<file path="src/rtl/wb_arbiter.sv">
// Write-back arbiter: round-robin between ALU and LSU results into the register
// file's single write port, with a per-register busy scoreboard for hazard checks.
module wb_arbiter #(
    parameter int XLEN = 32,
    parameter int NREG = 32,
    parameter int AW   = 5
) (
    input  logic            clk,
    input  logic            rst_n,
    input  logic            alu_valid,
    output logic            alu_ready,
    input  logic [AW-1:0]   alu_rd,
    input  logic [XLEN-1:0] alu_data,
    input  logic            lsu_valid,
    output logic            lsu_ready,
    input  logic [AW-1:0]   lsu_rd,
    input  logic [XLEN-1:0] lsu_data,
    input  logic            iss_valid,
    input  logic [AW-1:0]   iss_rd,
    output logic [NREG-1:0] busy,
    output logic            wen,
    output logic [AW-1:0]   rd,
    output logic [XLEN-1:0] rd_data
);

    // alu_pri_reg = 1 means the ALU wins the next contended cycle
    logic            alu_pri_reg, alu_pri_next;
    logic            grant_alu, grant_lsu, grant_any;
    logic [AW-1:0]   grant_rd;
    logic [XLEN-1:0] grant_data;
    logic            wen_reg, wen_next;
    logic [AW-1:0]   rd_reg;
    logic [XLEN-1:0] rd_data_reg;
    logic [NREG-1:0] busy_reg, busy_next;

    always_comb begin
        grant_alu    = alu_valid && (!lsu_valid || alu_pri_reg);
        grant_lsu    = lsu_valid && !grant_alu;
        grant_any    = grant_alu || grant_lsu;
        grant_rd     = grant_alu ? alu_rd : lsu_rd;
        grant_data   = grant_alu ? alu_data : lsu_data;
        alu_pri_next = alu_pri_reg;
        if (alu_valid && lsu_valid) begin
            alu_pri_next = grant_lsu;
        end
        // writes to x0 are accepted but never reach the register file
        wen_next = grant_any && (grant_rd != '0);
    end

    assign alu_ready = grant_alu;
    assign lsu_ready = grant_lsu;

    generate
        for (genvar gi = 0; gi < NREG; gi++) begin : g_busy
            if (gi == 0) begin : g_x0
                assign busy_next[gi] = 1'b0;
            end else begin : g_reg
                // set after clear: a same-edge issue belongs to a younger instruction
                assign busy_next[gi] = (iss_valid && (iss_rd == AW'(gi))) ||
                                       (busy_reg[gi] && !(wen_next && (grant_rd == AW'(gi))));
            end
        end
    endgenerate

    always_ff @(posedge clk or negedge rst_n) begin
        if (!rst_n) begin
            alu_pri_reg <= 1'b0;
            wen_reg     <= 1'b0;
            rd_reg      <= '0;
            rd_data_reg <= '0;
            busy_reg    <= '0;
        end else begin
            alu_pri_reg <= alu_pri_next;
            wen_reg     <= wen_next;
            busy_reg    <= busy_next;
            if (wen_next) begin
                rd_reg      <= grant_rd;
                rd_data_reg <= grant_data;
            end
        end
    end

    assign wen     = wen_reg;
    assign rd      = rd_reg;
    assign rd_data = rd_data_reg;
    assign busy    = busy_reg;

endmodule

</file>
<file path="config.mk">
export PLATFORM = sky130hd
export DESIGN_NAME = wb_arbiter
export DESIGN_NICKNAME = d
export VERILOG_FILES = /design/src/rtl/wb_arbiter.sv
export SDC_FILE = /design/constraint.sdc
export NUM_CORES = 1
export LEC_CHECK = 0
export CELL_PAD_IN_SITES_DETAIL_PLACEMENT = 1
export CELL_PAD_IN_SITES_GLOBAL_PLACEMENT = 1
export CORE_AREA = 2 2 149 93
export CTS_CLUSTER_DIAMETER = 200
export DETAILED_ROUTE_END_ITERATION = 6
export DIE_AREA = 0 0 151 95
export HOLD_SLACK_MARGIN = 0.12
export PLACE_DENSITY_LB_ADDON = 0.1
export SYNTH_ARGS = -nofsm -noshare
export SYNTH_HDL_FRONTEND = slang
export SYNTH_SLANG_ARGS = --single-unit
</file>
<file path="constraint.sdc">
create_clock -name clk -period 2.15 [get_ports clk]
set_clock_uncertainty 0.05 [all_clocks]
set_input_delay 0.215 -clock clk [delete_from_list [all_inputs] [get_ports clk]]
set_output_delay 0.215 -clock clk [all_outputs]
set_load 0.03 [all_outputs]
</file>
# Yosys cells after proc, flatten, opt, wreduce, memory -nomap -nowiden
# Cells that the tools add are included.
[totals] elab_cells=233 input_bits=84 output_inout_bits=72 regBits=70
[classes] n_mux=2 n_eq_ne=62 n_reduce_logical=164
[ops] operator="$eq A5 B5 Y1 const B" n=32
[ops] operator="$logic_and A1 B1 Y1" n=97
[ops] operator="$eq A5 B4 Y1 const B" n=16
[ops] operator="$eq A5 B3 Y1 const B" n=8
[ops] operator="$logic_not A1 Y1" n=33
[ops] operator="$logic_or A1 B1 Y1" n=33
[ops] operator="$mux W32" n=1
[ops] operator="$eq A5 B2 Y1 const B" n=4
[ops] operator="$eq A5 B1 Y1 const B" n=2
[ops] operator="$mux W5" n=1
[ops] operator="$reduce_bool A5 Y1" n=1

# Depth between registers and ports, before layout
[depth] word_depth=11 ltp_mapped=7

# Least setup slack after synthesis
# Ideal clock, no wire load.
[synth_path] kind="register to register" from="register alu_pri_reg" to="register rd_data_reg[10], in the netlist rd_data[10]" path_stages_with_launch=7 required_ns=1.975 slack_ns=0.161 t_arrival_ns=1.814 setup_time_ns=0.125 path_cell_list="dfrtp_1 -> nand2b_1 -> buf_4 -> nand2_1 -> buf_1 -> mux2_2 -> mux2_4"
[synth_between] elab_chain_len=6
[synth_rtl] element="start: declaration" line_no="27" source="logic alu_pri_reg, alu_pri_next;"
[synth_rtl] element="start signal: assignment" line_no="73" source="alu_pri_reg <= alu_pri_next;"
[synth_rtl] element="$logic_or A1 B1 Y1 (*)" line_no="37" source="grant_alu = alu_valid && (!lsu_valid || alu_pri_reg);"
[synth_rtl] element="$logic_and A1 B1 Y1 (*)" line_no="37"
[synth_rtl] element="parallel branches: the longest is 4 deep, another holds $mux W5"
[synth_rtl] element="end signal: assignment" line_no="78" source="rd_data_reg <= grant_data;"
[synth_rtl] element="end: declaration" line_no="33" source="logic [XLEN-1:0] rd_data_reg;"
# Every way passes the cells marked *.
# A chain may end at the register's enable or synchronous reset.

# Worst setup path after layout
[layout_path] from="register alu_pri_reg" to="output port alu_ready"
[layout_between] elab_chain_len=2
[layout_rtl] element="$logic_or A1 B1 Y1" line_no="37"
[layout_rtl] element="$logic_and A1 B1 Y1" line_no="37"
[layout_rtl] element="end: declaration" line_no="11" source="output logic alu_ready,"
# No other way between the ends.

==> metrics.txt <==
root buffer cell=sky130_fd_sc_hd__clkbuf_16; die width=151 um; Peak VDD IR=0.4301 mV; Tcrit/Tclk final=90.06%; number of routed nets with antenna violations=0; top fanout value on the critical path=38; clock latency of the later-clocked register in the worst-skew pair=330 ps; number of violations of the max-capacitance limit=0; slowest library cell on the worst path=sky130_fd_sc_hd__dfrtp_1; number of buffers between clock root and the deepest sink=2; Buffers on Ports=154; Top Ports=156; detailed-route wire length=12.73 mm; Post-CTS Setup Bufs=0; WS Path Type=flop to output port; initial antenna violation count=0; violation count after the first detailed-route iteration=180; number of global-route vias before repair=3484; first-pass iteration count of the detailed router=4; leakage power summed over all cells=2.565 nW; average routed wire per standard cell=18.42 um; post-synthesis instance area=3694 um2; Post-synth EDFFs=0; overall overflow remaining after global route=0; top layer in use=met4; cells after synthesis=312; placer congestion estimate=0.8188; cell type with the largest total area after synthesis=sky130_fd_sc_hd__dfrtp_1; row count=33; combined global-route utilization of all metal layers=18.32%; placed wire-length estimate after detailed placement=9.677 mm; area share of the largest cell type after synthesis=47.43%; Slew headroom=61.43%; number of buffers created by CTS=9; pin count of the biggest net entering global routing=71; routed vias/inst=4.912; Top delay family on crit path=buffers and inverters; Filler Cell Count=1424; first-pass GRT wire length=19.78 mm; WP buf/inv=3; count of final hold-check violations=0; clock period minus worst slack=1936 ps; leading cell type in the layout, fill and taps excluded=sky130_fd_sc_hd__clkdlybuf4s50_1; Synth cell types=37; RSZ-0062 raised after global routing=false; DR WL met3=1.137 mm; Area growth, synth to finish=64.26%; H-Tree Depth=3; yosys warns=0; endpoint arrival time on the critical path=1670 ps; mean instance size in the synthesized netlist=11.84 um2; final count of pins violating max slew=0; clock tree sinks=70; most instantiated flip-flop cell in the synthesis netlist=sky130_fd_sc_hd__dfrtp_1; Worst Tran Pin Value=573.3 ps; path type of the worst min-delay path=input port to async pin; cell types with the largest area share after synthesis=sky130_fd_sc_hd__dfrtp_1 47%, sky130_fd_sc_hd__mux2_2 19%, sky130_fd_sc_hd__a32oi_1 5.5%, sky130_fd_sc_hd__mux2_4 4.1%, sky130_fd_sc_hd__o21ai_0 4.1%; net total in the final layout=596; Setup-failing EPs final=0; sequential-to-total area share from yosys stat=47.43%; largest incremental delay on the critical path=420 ps; leading cell types in the layout, fill and taps excluded=151 x sky130_fd_sc_hd__clkdlybuf4s50_1, 70 x sky130_fd_sc_hd__dfrtp_1, 62 x sky130_fd_sc_hd__mux2_2; Setup crit start kind=flop; Peak Freq=516.4 MHz; vertical extent of the die=95 um; clock slew seen by the registers of the worst setup and hold paths=60 ps; share of synthesized registers carrying an async set or reset=100.0%; Total Neg Setup Slack=0 ps; power density normalized to cell area=922.8 nW/um2; drc violations=0; Die Footprint=14350 um2; Antenna diodes=0; nature of the critical path endpoint=output port; outcome=finished clean; met1 layer wirelength in the final routing=6.219 mm; DR vias=3394; minimum setup slack in the final design=213.7 ps; FF+latch count, synth=70; post-placement setup slack=-189.6 ps; Post-Synthesis Net Count=396; number of flip-flops in the largest register=32; core footprint=13130 um2; TritonCTS clock tree=yes; fraction of layout cells with a size suffix above 1=27.52%; required time of the critical path=1880 ps; Starting Density=28.13%; total length of routed met2 wires=5.272 mm; cell-by-cell trace of the critical path=nand2b_1, nand2_2, buf_12, inv_1, buf_4
## worst paths after layout
path,start,end,slack [ps],depth (start not counted)
max,alu_pri_reg,alu_ready,210,5
min,rst_n,rd_data[15],400,3
min reg2reg,rd_data[17],rd_data[17],450,1
min in group clk,rd_data[17],rd_data[17],450,1
max in group asynchronous,rst_n,busy[15],1350,3
max reg2reg,alu_pri_reg,busy[28],240,5
## synth_stat cells (2+ instances only)
library cell / count
sky130_fd_sc_hd__a32o_1: 7
sky130_fd_sc_hd__inv_1: 26
sky130_fd_sc_hd__and3_1: 3
sky130_fd_sc_hd__nand2b_1: 2
sky130_fd_sc_hd__nor2b_1: 11
sky130_fd_sc_hd__a221o_1: 7
sky130_fd_sc_hd__nand4b_1: 4
sky130_fd_sc_hd__nor2_1: 7
sky130_fd_sc_hd__dfrtp_1: 70
sky130_fd_sc_hd__clkbuf_1: 5
sky130_fd_sc_hd__nand2_1: 5
sky130_fd_sc_hd__o32a_1: 2
sky130_fd_sc_hd__mux2_4: 10
sky130_fd_sc_hd__nor4_1: 2
sky130_fd_sc_hd__a32oi_1: 23
sky130_fd_sc_hd__nand4_1: 2
sky130_fd_sc_hd__o211ai_1: 2
sky130_fd_sc_hd__nor3_1: 3
sky130_fd_sc_hd__buf_6: 4
sky130_fd_sc_hd__o21ai_0: 30
sky130_fd_sc_hd__buf_4: 4
sky130_fd_sc_hd__a21oi_1: 7
sky130_fd_sc_hd__mux2_2: 62
## routing by layer
layer  vias to the layer above  GRT usage, %
met5                         -             0
met4                         0         3.972
met3                        10         5.942
met2                       111         24.77
met1                      1688         27.95
li1                       1585             -
## area by class of cell
| cell class | count | area (um2) | share of cell area [%] |
|---|---|---|---|
| sequential | 70 | 1752 | 28.87 |
| clock buffer | 14 | 264.0 | 4.351 |
| multi-input combinational | 200 | 1754 | 28.91 |
| inverter | 27 | 101.3 | 1.670 |
| clock inverter | 1 | 5.005 | 0.08249 |
| tap | 175 | 219.0 | 3.609 |
| timing repair buffer | 204 | 1972 | 32.50 |
## power by group
| part | leakage [nW] | switching (W) | total [W] | internal [W] |
|---|---|---|---|---|
| clock network | 0.133 | 0.000546 | 0.00138 | 0.000837 |
| registers | 0.752 | 0.000172 | 0.00178 | 0.00161 |
| logic | 1.68 | 0.00123 | 0.00244 | 0.00120 |
| total | 2.56 | 0.00195 | 0.00560 | 0.00365 |
## worst reg2reg max path: stages (launching register included)
cell	delay, ps
sky130_fd_sc_hd__dfrtp_1	410
sky130_fd_sc_hd__nand2b_1	240
sky130_fd_sc_hd__buf_4	200
sky130_fd_sc_hd__nand4_1	270
sky130_fd_sc_hd__a221o_1	410
sky130_fd_sc_hd__a32o_1	220
## kinds of logic after synthesis
family | synth area share [%]
compound gates | 17.28
xor+xnor | 0.2372
other cells | 0.1015
simple gates | 6.470
mux | 22.97
flops | 47.43
buf+inv | 5.521
## metrics by stage
stage / instance area [um2] / total power (W) / util, % / instances / hold slack [ps]
finish: 6067 / 0.005598 / 46.21 / 691 / 398.9
global route: 6067 / 0.005873 / 46.21 / 691 / 461.5
CTS: 6065 / 0.005659 / 46.19 / 691 / 424.2
detailed placement: 5786 / 0.004251 / 44.06 / 675 / 228.3
global placement: 5786 / 0.004220 / 44.06 / 675 / 222.6
floorplan: 3694 / 0.003126 / - / 312 / -130.6
## what timing repair did
action | in CTS | in global routing
endpoints found under the setup margin | 0 | 25
resized for setup | 0 | 1
hold buffers | 1 | 0
endpoints found under the hold margin | 70 | 0
Note: power is estimated with default switching activity, not from simulation.
